==> config.mk <==
export PLATFORM = sky130hd
export DESIGN_NAME = timer_apb_regs
export DESIGN_NICKNAME = d
export VERILOG_FILES = /design/src/rtl/timer_apb_regs.sv
export SDC_FILE = /design/constraint.sdc
export NUM_CORES = 1
export LEC_CHECK = 0
export CAP_MARGIN = 20
export CORE_ASPECT_RATIO = 0.8
export CORE_MARGIN = 5
export CORE_UTILIZATION = 45
export DETAILED_ROUTE_END_ITERATION = 6
export PLACE_DENSITY = 0.83
export SYNTH_ARGS = -nofsm -noshare
export SYNTH_HDL_FRONTEND = slang
export SYNTH_SLANG_ARGS = --single-unit
==> constraint.sdc <==
create_clock -name clk -period 4.7 [get_ports clk]
set_input_delay 0.705 -clock clk [delete_from_list [all_inputs] [get_ports clk]]
set_output_delay 0.705 -clock clk [all_outputs]
set_load 0.02 [all_outputs]
==> src/rtl/timer_apb_regs.sv <==
// timer_apb_regs
// APB register and control block for one 8-bit timer counter. It decodes
// software accesses to the timer registers and drives the counter's control
// inputs. It also holds the clock prescaler and the interrupt logic.
//
// Optional feature macro: TIMER_IRQ_EN
//   When this macro is defined, the TIE register and the irq logic are built.
//   When it is not defined, TIE reads as 0x00, writes to TIE are ignored,
//   and irq is tied to 0.
//
// Ports
//   clk, rst                  : clock and synchronous active-high reset
//   psel/penable/pwrite       : APB control
//   paddr/pwdata [7:0]        : APB address and write data
//   prdata [7:0]              : read data, valid while pready is high
//   pready, pslverr           : transfer completion and error response
//   start_counter [7:0]       : TDR value presented to the counter
//   load                      : one-cycle load pulse (TCR.LOAD written as 1)
//   up_down, enable           : TCR.UP and TCR.EN
//   clk_ena                   : prescaled count strobe
//   clr_overflow/underflow    : one-cycle write-1-to-clear pulses
//   overflow, underflow       : counter flags
//   tcnt [7:0]                : live counter value
//   irq                       : registered level interrupt
//   dbg_state [1:0]           : APB FSM state (0 idle, 1 wait, 2 resp)
//
// Register map
//   0x00 TDR   RW
//   0x01 TCR   RW   [7] LOAD (write-only), [5] UP, [4] EN, [1:0] CKS
//   0x02 TSR   RO mirror of {UDF, OVF}; write 1 to clear
//   0x03 TCNT  RO; writes are ignored and give no error
//   0x04 TIE   RW   [1] UDIE, [0] OVIE
//   Any other address returns 0x00 with pslverr=1.
//
// Handshake: a transfer has exactly three cycles.
//   1. Setup: psel=1, penable=0. The FSM moves IDLE -> WAIT.
//   2. Wait: penable=1 and pready=0. The FSM moves WAIT -> RESP.
//      If psel drops here, the FSM returns to IDLE and nothing is committed.
//   3. Response: pready=1, with prdata and pslverr valid.
// A write is committed on the clock edge that ends the response cycle.
// The master holds the bus stable through the response cycle.
module timer_apb_regs #(
  parameter int PRESCALE_W = 4
) (
  input  logic       clk,
  input  logic       rst,
  input  logic       psel,
  input  logic       penable,
  input  logic       pwrite,
  input  logic [7:0] paddr,
  input  logic [7:0] pwdata,
  output logic [7:0] prdata,
  output logic       pready,
  output logic       pslverr,
  output logic [7:0] start_counter,
  output logic       load,
  output logic       up_down,
  output logic       enable,
  output logic       clk_ena,
  output logic       clr_overflow,
  output logic       clr_underflow,
  input  logic       overflow,
  input  logic       underflow,
  input  logic [7:0] tcnt,
  output logic       irq,
  output logic [1:0] dbg_state
);

  typedef enum logic [1:0] {
    ST_IDLE = 2'd0,
    ST_WAIT = 2'd1,
    ST_RESP = 2'd2
  } state_e;

  localparam logic [7:0] ADDR_TDR  = 8'h00;
  localparam logic [7:0] ADDR_TCR  = 8'h01;
  localparam logic [7:0] ADDR_TSR  = 8'h02;
  localparam logic [7:0] ADDR_TCNT = 8'h03;
  localparam logic [7:0] ADDR_TIE  = 8'h04;
  // Only UP, EN and CKS are stored. LOAD is a pulse and is never stored.
  localparam logic [7:0] TCR_MASK  = 8'h33;

  state_e                state_q, state_d;
  logic [7:0]            prdata_q, prdata_d;
  logic                  pready_q, pready_d;
  logic                  pslverr_q, pslverr_d;
  logic [7:0]            tdr_q, tdr_d;
  logic [7:0]            tcr_q, tcr_d;
  logic                  load_q, load_d;
  logic                  clr_ovf_q, clr_ovf_d;
  logic                  clr_udf_q, clr_udf_d;
  logic [PRESCALE_W-1:0] presc_q, presc_d;
  logic                  clk_ena_q, clk_ena_d;
  logic                  irq_q, irq_d;
`ifdef TIMER_IRQ_EN
  logic [7:0]            tie_q, tie_d;
`endif

  logic                  addr_ok;
  logic                  wr_commit;
  logic                  tcr_wr;
  logic [7:0]            rdata;
  logic [PRESCALE_W-1:0] cks_mask;

  // Address decode and read mux.
  always_comb begin
    addr_ok   = (paddr <= ADDR_TIE);
    wr_commit = (state_q == ST_RESP) && psel && pwrite && addr_ok;
    tcr_wr    = wr_commit && (paddr == ADDR_TCR);
    rdata     = 8'h00;
    case (paddr)
      ADDR_TDR:  rdata = tdr_q;
      ADDR_TCR:  rdata = tcr_q;
      ADDR_TSR:  rdata = {6'b0, underflow, overflow};
      ADDR_TCNT: rdata = tcnt;
      ADDR_TIE: begin
`ifdef TIMER_IRQ_EN
        rdata = tie_q;
`else
        rdata = 8'h00;
`endif
      end
      default:   rdata = 8'h00;
    endcase
  end

  // CKS=n selects the low n+1 prescaler bits, which gives division by 2^(n+1).
  always_comb begin
    cks_mask = '0;
    for (int i = 0; i < PRESCALE_W; i++) begin
      cks_mask[i] = (i <= int'(tcr_q[1:0]));
    end
  end

  always_comb begin
    state_d   = state_q;
    pready_d  = 1'b0;
    prdata_d  = 8'h00;
    pslverr_d = 1'b0;
    tdr_d     = tdr_q;
    tcr_d     = tcr_q;
    load_d    = 1'b0;
    clr_ovf_d = 1'b0;
    clr_udf_d = 1'b0;
`ifdef TIMER_IRQ_EN
    tie_d     = tie_q;
`endif

    case (state_q)
      ST_IDLE: if (psel && !penable) state_d = ST_WAIT;
      ST_WAIT: begin
        if (psel) begin
          // Register the response so that it appears together with pready.
          state_d   = ST_RESP;
          pready_d  = 1'b1;
          prdata_d  = rdata;
          pslverr_d = !addr_ok;
        end else begin
          state_d = ST_IDLE;
        end
      end
      ST_RESP: state_d = ST_IDLE;
      default: state_d = ST_IDLE;
    endcase

    if (wr_commit) begin
      case (paddr)
        ADDR_TDR: tdr_d = pwdata;
        ADDR_TCR: begin
          tcr_d  = pwdata & TCR_MASK;
          load_d = pwdata[7];
        end
        ADDR_TSR: begin
          clr_ovf_d = pwdata[0];
          clr_udf_d = pwdata[1];
        end
`ifdef TIMER_IRQ_EN
        ADDR_TIE: tie_d = pwdata & 8'h03;
`endif
        default: ;
      endcase
    end

    // The prescaler runs only while EN=1. Any TCR write restarts its phase.
    // The strobe is suppressed on the write edge, so a new setting takes
    // effect immediately.
    if (!tcr_q[4] || tcr_wr) begin
      presc_d = '0;
    end else begin
      presc_d = presc_q + {{(PRESCALE_W-1){1'b0}}, 1'b1};
    end
    clk_ena_d = tcr_q[4] && !tcr_wr && ((presc_q & cks_mask) == cks_mask);

`ifdef TIMER_IRQ_EN
    irq_d = (overflow & tie_q[0]) | (underflow & tie_q[1]);
`else
    irq_d = 1'b0;
`endif
  end

  always_ff @(posedge clk) begin
    if (rst) begin
      state_q   <= ST_IDLE;
      prdata_q  <= 8'h00;
      pready_q  <= 1'b0;
      pslverr_q <= 1'b0;
      tdr_q     <= 8'h00;
      tcr_q     <= 8'h00;
      load_q    <= 1'b0;
      clr_ovf_q <= 1'b0;
      clr_udf_q <= 1'b0;
      presc_q   <= '0;
      clk_ena_q <= 1'b0;
      irq_q     <= 1'b0;
`ifdef TIMER_IRQ_EN
      tie_q     <= 8'h00;
`endif
    end else begin
      state_q   <= state_d;
      prdata_q  <= prdata_d;
      pready_q  <= pready_d;
      pslverr_q <= pslverr_d;
      tdr_q     <= tdr_d;
      tcr_q     <= tcr_d;
      load_q    <= load_d;
      clr_ovf_q <= clr_ovf_d;
      clr_udf_q <= clr_udf_d;
      presc_q   <= presc_d;
      clk_ena_q <= clk_ena_d;
      irq_q     <= irq_d;
`ifdef TIMER_IRQ_EN
      tie_q     <= tie_d;
`endif
    end
  end

  assign prdata        = prdata_q;
  assign pready        = pready_q;
  assign pslverr       = pslverr_q;
  assign start_counter = tdr_q;
  assign load          = load_q;
  assign up_down       = tcr_q[5];
  assign enable        = tcr_q[4];
  assign clk_ena       = clk_ena_q;
  assign clr_overflow  = clr_ovf_q;
  assign clr_underflow = clr_udf_q;
  assign irq           = irq_q;
  assign dbg_state     = state_q;

endmodule

==> metrics.log, run 1 <==
INFO  metric cts_post_setup_buffers_inserted = 0
INFO  metric core.rowCount = 17
INFO  metric maximum_net_fanout_on_the_critical_path = 10
INFO  metric grt_start_max_net_pins = 25
INFO  metric run_status = finished clean
INFO  metric route.detailed.drc = 0
INFO  metric holdWs = about 500 ps
INFO  metric arrival = roughly 2700 ps
INFO  metric hold_viol = 0
INFO  metric max_cap_viol_count = 0
INFO  metric ys.warnings.count = 0
INFO  metric tightest_slew = about 700 ps
INFO  metric report.final.slew_viol_count = 0
INFO  metric globalplace.congestion = 0.757
INFO  metric synthesis.nets = about 160
INFO  metric htreeDepth = 2
INFO  metric total_global_routing_overflow = 0
INFO  metric grtUsageTotal = between 15 and 20%
INFO  metric die_height = about 59 microns
INFO  metric grt_antenna_before_repair = 0
INFO  metric die_w = 71.7 microns
INFO  metric synth_area = approximately 0.0014 sq mm
INFO  metric vias = between 1000 and 1500
INFO  metric die_area = about 0.0043 sq mm
INFO  metric cts.repair.resized = 0
INFO  metric max_clock_freq = 404 MHz
INFO  metric finish.cell_count_without_fillers = 226
INFO  metric timing.rr.start = dbg_state[1]$_SDFFE_PP0P_
INFO  metric worst_slew_margin_rel = a little over half
INFO  metric cts.path.max_buffers = 2
INFO  metric detail_route.vias_per_cell = 5.21
INFO  metric avgRoutedWirePerCell = approximately 16 microns
INFO  metric fin_tns_setup = 0 ps
INFO  metric clk-insertion-delay-late = 280 ps
INFO  metric worstSetupEndpointType = flip-flop
INFO  metric crit_path_max_incr_delay = between 600 and 700 ps
INFO  metric port_buffers = 56
INFO  metric number_of_enable_flip_flop_cells_after_synthesis = 0
INFO  metric critical-path-slowest-cell = sky130_fd_sc_hd__nor4_4
INFO  metric reg2regPathDepth = 3
INFO  metric min_path_cells = 2
INFO  metric synth-async-reset-ratio = 0%
INFO  metric vdd_drop_max = ~0.22 mV
INFO  metric hold_buffers = 0
INFO  metric detailed_place_hpwl = roughly 2800 microns
INFO  metric hp-class = flip-flop to flip-flop
INFO  metric finClkSkew = between 2 and 3 ps
INFO  metric antenna_fix_cells = 0
INFO  metric setup.worst_path.start_class = input pin
INFO  metric synth-seq-area-share = between 40 and 50%
INFO  metric finalCritPeriodShare = between 50% and 60%
INFO  metric setup.worst_path.start = paddr[0]
INFO  metric postLayoutCoreUtil = 73.4%
INFO  metric synth.ff_latch_count = 32
INFO  metric cellLeakagePower = 0.713 nW
INFO  metric finalWirelength = approximately 3500 microns
INFO  metric pre_cts_slack = 1940 ps
INFO  metric clock-sinks = 32
INFO  metric floorplan.initialDensity = 48.4%
INFO  metric synthesis.area_per_instance = ~11 sq um
INFO  metric final_layout_size_suffix_gt1_share = around a tenth
INFO  metric critical_path_required = 4910 ps
INFO  metric final_critical_path_setup_slack = ~2200 ps
INFO  metric number_of_design_rule_violations_left_by_the_first_detailed_router_iteration = around 50
INFO  metric clkTransAtPathRegs = 60 ps
INFO  metric numCtsBuffers = 5
INFO  metric cellPowerDensity = between 200 and 300 mW/mm^2
INFO  metric grt_first_pass_wirelength = 5710 microns
INFO  metric postSynth.topFlopCell = sky130_fd_sc_hd__dfxtp_1
INFO  metric count_of_nets_after_finishing = 219
INFO  metric cts_tree = yes
INFO  metric grt_setup_unrepaired = false
INFO  metric synthesis.instances = 130
INFO  metric setup_violations = 0
INFO  metric antenna_violating_nets_post_route = 0
INFO  metric path_class = input pin to flip-flop
INFO  metric path_cells = clkdlybuf4s50_1 > or2_2 > nor4_4 > mux2i_1
INFO  metric clockRootBuffer = sky130_fd_sc_hd__clkbuf_8
INFO  metric dpl.cell_count = about 220
INFO  metric hold_start = start_counter[5]$_SDFFE_PP0P_
INFO  metric floorplan.io_pins = 58
INFO  metric via_count_of_the_first_global_routing_pass = 1212
INFO  metric post_synth_num_cell_types = 31
INFO  metric timing.final.crit_period = approximately 2500 ps
INFO  metric core-area = around 0.0028 sq mm
INFO  metric area_growth_syn_to_layout = 51.7%
INFO  metric drtPass1Iterations = 4
## power breakdown
group / switching (mW) / internal [mW] / total (mW)
Sequential: 0.000736 / 0.272 / 0.273
Combinational: 0.0199 / 0.0334 / 0.0533
Clock: 0.0972 / 0.187 / 0.284
## final timing paths
check	endpoint	slack [ps]
hold / removal	start_counter[5]$_SDFFE_PP0P_	500
setup / recovery	start_counter[1]$_SDFFE_PP0P_	2220
setup reg to reg	start_counter[1]$_SDFFE_PP0P_	3010
hold reg to reg	start_counter[5]$_SDFFE_PP0P_	500
## cells by family (layout without fill, tap and decap cells)
kind of cell             Yosys count  in the layout  synth area share (%)
AO/OA/AOI/OAI                     10             10                  4.85
other                              1              1                 0.274
adder cells (fa/ha/maj)            1              1                 0.914
multiplexers                      16             16                  13.5
AND/OR/NAND/NOR                   60             60                  29.9
XOR/XNOR                           2              2                  1.28
buffers and inverters              8             66                  2.47
flip-flops                        32             32                  46.8
## synth_stat cells (all sizes together), types with 3 or more instances
cell	count	share of area [%]
a22oi	4	2.2
clkbuf	5	1.4
dfxtp	32	47
mux2i	14	10
nand2	3	0.82
nand2b	22	10
nor2	6	1.6
nor3	4	1.5
nor4	6	5.4
nor4bb	5	3.7
or2	4	1.8
## critical path, delay by kind of cell
family | cells | cell delay, ps
muxes | 1 | 270
buffers and inverters | 1 | 640
and+or+nand+nor | 2 | 1070
## through the flow
step / total power [mW] / instance area (sq um)
5_1_grt: 0.630 / 2080
4_1_cts: 0.612 / 2080
6_report: 0.610 / 2080
3_3_place_gp: 0.330 / 1950
2_1_floorplan: 0.301 / 1370
3_5_place_dp: 0.332 / 1950
## layer usage
metal  track usage [%]  vias to the layer above  wire length (microns)
li1                  -                      569                      -
met1              20.7                      561                   1460
met2              30.6                       42                   1790
met3              5.42                        5                    249
met4              5.36                        0                     39
met5                 0                        -                      0
## placed cells by master, fill, tap and decap left out, drive strengths merged, types with 3 or more instances in the layout
master         instances
clkdlybuf4s50         56
dfxtp                 32
nand2b                22
mux2i                 14
clkbuf                 7
nor2                   6
nor4                   6
nor4bb                 5
or2                    4
nor3                   4
a22oi                  4
nand2                  3
## cell type report
class	instances	area, sq um
multi-input cells	90	694
repair buffers	56	561
clock buffers	7	96.3
fillers	205	752
clock inverters	1	30.0
inverters	2	7.51
flip-flops and latches	32	641
well taps	38	47.5
## registers in the layout (all words and copies together), names as in the netlist, 2 cells and up
register / flops
start_counter: 8
tcr_q: 4
dbg_state: 2
presc_q: 4
prdata: 8
(Power assumes the default switching activity.)
==> run 2: changes to the inputs <==
--- a/config.mk
+++ b/config.mk
@@ -8,9 +8,9 @@
 export CAP_MARGIN = 20
 export CORE_ASPECT_RATIO = 0.8
 export CORE_MARGIN = 5
-export CORE_UTILIZATION = 45
+export CORE_UTILIZATION = 38
 export DETAILED_ROUTE_END_ITERATION = 6
-export PLACE_DENSITY = 0.83
+export PLACE_DENSITY = 0.75
 export SYNTH_ARGS = -nofsm -noshare
 export SYNTH_HDL_FRONTEND = slang
 export SYNTH_SLANG_ARGS = --single-unit
==> constraint.sdc (replaced) <==
create_clock -name clk -period 2.05 [get_ports clk]
set_input_delay 0.3075 -clock clk [delete_from_list [all_inputs] [get_ports clk]]
set_output_delay 0.3075 -clock clk [all_outputs]
set_load 0.02 [all_outputs]
==> metrics.log, run 2 (synthesis results as in run 1) <==
INFO  metric run_status = finished clean
INFO  metric reg2regPathDepth = 3
INFO  metric core.rowCount = 19
INFO  metric p_total = 1.42 mW
INFO  metric critical_path_cell_count = 4
INFO  metric clock-sinks = 32
INFO  metric final_layout_size_suffix_gt1_share = between 10% and 20%
INFO  metric cellPowerDensity = around 660 mW/mm^2
INFO  metric port_buffers = 56
INFO  metric drtPass1Iterations = 4
INFO  metric numCtsBuffers = 5
INFO  metric worst_slew_margin_rel = 64.5%
INFO  metric top_library_cells_by_usage_in_the_layout_fill_and_taps_aside = 56 x sky130_fd_sc_hd__clkdlybuf4s50_1, 32 x sky130_fd_sc_hd__dfxtp_1, 22 x sky130_fd_sc_hd__nand2b_1
INFO  metric timing.final.crit_period = 1790 ps
INFO  metric antenna_fix_cells = 0
INFO  metric detailed_place_hpwl = ~3000 microns
INFO  metric via_count_of_the_first_global_routing_pass = 1305
INFO  metric grt_setup_unrepaired = false
INFO  metric finalCritPeriodShare = approximately 88%
INFO  metric die_w = 77.1 microns
INFO  metric htreeDepth = 2
INFO  metric count_of_nets_after_finishing = 228
INFO  metric avgRoutedWirePerCell = 15.6 microns
INFO  metric max_cap_viol_count = 0
INFO  metric maximum_net_fanout_on_the_critical_path = 6
INFO  metric path_cells = clkdlybuf4s50_1 > or4_4 > nor4_4 > a2111oi_0
INFO  metric clk-insertion-delay-late = between 200 and 300 ps
INFO  metric number_of_design_rule_violations_left_by_the_first_detailed_router_iteration = 67
INFO  metric grtUsageTotal = 16.1%
INFO  metric termination_of_the_worst_setup_path = clk_ena$_SDFF_PP0_
INFO  metric setup_violations = 0
INFO  metric postLayoutCoreUtil = between 60% and 70%
INFO  metric detail_route.vias_per_cell = around 5
INFO  metric vdd_drop_max = about 0.43 mV
INFO  metric finClkSkew = roughly 2.2 ps
INFO  metric cts_post_setup_buffers_inserted = 0
INFO  metric holdWs = just under 500 ps
INFO  metric cts.path.max_buffers = 2
INFO  metric arrival = around 1900 ps
INFO  metric core-area = roughly 0.0034 sq mm
INFO  metric globalplace.congestion = roughly 0.75
INFO  metric setup.worst_path.start = paddr[3]
INFO  metric critical-path-slowest-cell = sky130_fd_sc_hd__or4_4
INFO  metric timing.rr.start = dbg_state[1]$_SDFFE_PP0P_
INFO  metric crit_path_max_incr_delay = ~600 ps
INFO  metric finalWirelength = 3730 microns
INFO  metric tightest_slew = just over 500 ps
INFO  metric grt_first_pass_wirelength = ~6200 microns
INFO  metric setup.worst_path.start_class = input pin
INFO  metric fillerInstances = about 280
INFO  metric floorplan.initialDensity = roughly two fifths
INFO  metric pre_cts_slack = -44.8 ps
INFO  metric grt_start_max_net_pins = 13
INFO  metric clkTransAtPathRegs = around 60 ps
INFO  metric die_height = between 60 and 70 microns
INFO  metric path_buf_inv = 1
INFO  metric report.final.slew_viol_count = 0
INFO  metric cts_tree = yes
INFO  metric grt_antenna_before_repair = 0
INFO  metric worstSetupEndpointType = flip-flop
INFO  metric antenna_violating_nets_post_route = 0
INFO  metric final_critical_path_setup_slack = about 260 ps
INFO  metric floorplan.io_pins = 58
INFO  metric hp-class = flip-flop to flip-flop
INFO  metric area_growth_syn_to_layout = 57.0%
INFO  metric cellLeakagePower = between 0.7 and 0.8 nW
INFO  metric hold_buffers = 0
INFO  metric route.detailed.drc = 0
INFO  metric hold_viol = 0
INFO  metric layout_commonest_cell = sky130_fd_sc_hd__clkdlybuf4s50_1
INFO  metric cts.repair.resized = 0
INFO  metric top_cell_family_by_delay_on_the_critical_path = simple AND/OR/NAND/NOR gates
INFO  metric worstReg2RegEnd = clk_ena$_SDFF_PP0_
INFO  metric reg2reg_slack = approximately 630 ps
INFO  metric total_global_routing_overflow = 0
INFO  metric die_area = just under 0.005 sq mm
INFO  metric max_clock_freq = about 560 MHz
INFO  metric path_class = input pin to flip-flop
INFO  metric critical_path_required = 2190 ps
INFO  metric vias = 1198
INFO  metric clockRootBuffer = sky130_fd_sc_hd__clkbuf_8
[run 2: cell count changes in the layout (fill, tap and decap cells not counted)]
cell / before / now
sky130_fd_sc_hd__buf_4: 0 / 9
[run 2: metal layers]
layer,vias to the layer above,part of all wire (%),track usage (%)
met3,8,4.3,3.70
met2,34,49,26.3
met5,-,0,0
li1,589,-,-
met4,0,2.0,7.73
met1,567,45,19.9
[run 2: final cells by class]
class,count,area (sq um),area share [%]
Inverter,2,7.51,0.349
Sequential cell,32,641,29.8
Clock buffer,7,96.3,4.48
Tap cell,42,52.6,2.44
Clock inverter,1,30.0,1.40
Multi-Input combinational cell,90,694,32.3
Timing Repair Buffer,65,628,29.2
[run 2: worst min-delay path by stage]
stage | from | end | slack [ps] | depth (start not counted)
floorplan | penable | dbg_state[0]$_SDFFE_PP0P_ | 380 | 1
global placement | presc_q[0]$_SDFF_PP0_ | presc_q[0]$_SDFF_PP0_ | 470 | 1
detailed placement | presc_q[0]$_SDFF_PP0_ | presc_q[0]$_SDFF_PP0_ | 480 | 1
CTS | presc_q[0]$_SDFF_PP0_ | presc_q[0]$_SDFF_PP0_ | 490 | 1
global route | presc_q[0]$_SDFF_PP0_ | presc_q[0]$_SDFF_PP0_ | 520 | 1
finish | presc_q[0]$_SDFF_PP0_ | presc_q[0]$_SDFF_PP0_ | 490 | 1
[run 2: through the flow]
step | TNS [ps] | instance area (sq um) | std cells
floorplan | 0 | 1370 | 130
finish | 0 | 2150 | 239
CTS | 0 | 2150 | 239
global placement | 0 | 2020 | 231
detailed placement | -267 | 2020 | 231
global route | 0 | 2150 | 239
[run 2: worst reg2reg max path: cells and delay by family (launching register included)]
family,cells,cell delay [ps]
flops,1,410
compound gates,1,150
simple gates,2,720
[run 2: where the power goes]
part           internal, mW  switching, mW  total (mW)
clock network         0.429          0.235       0.663
logic                0.0827         0.0472       0.130
registers             0.623        0.00171       0.625
total                  1.13          0.283        1.42
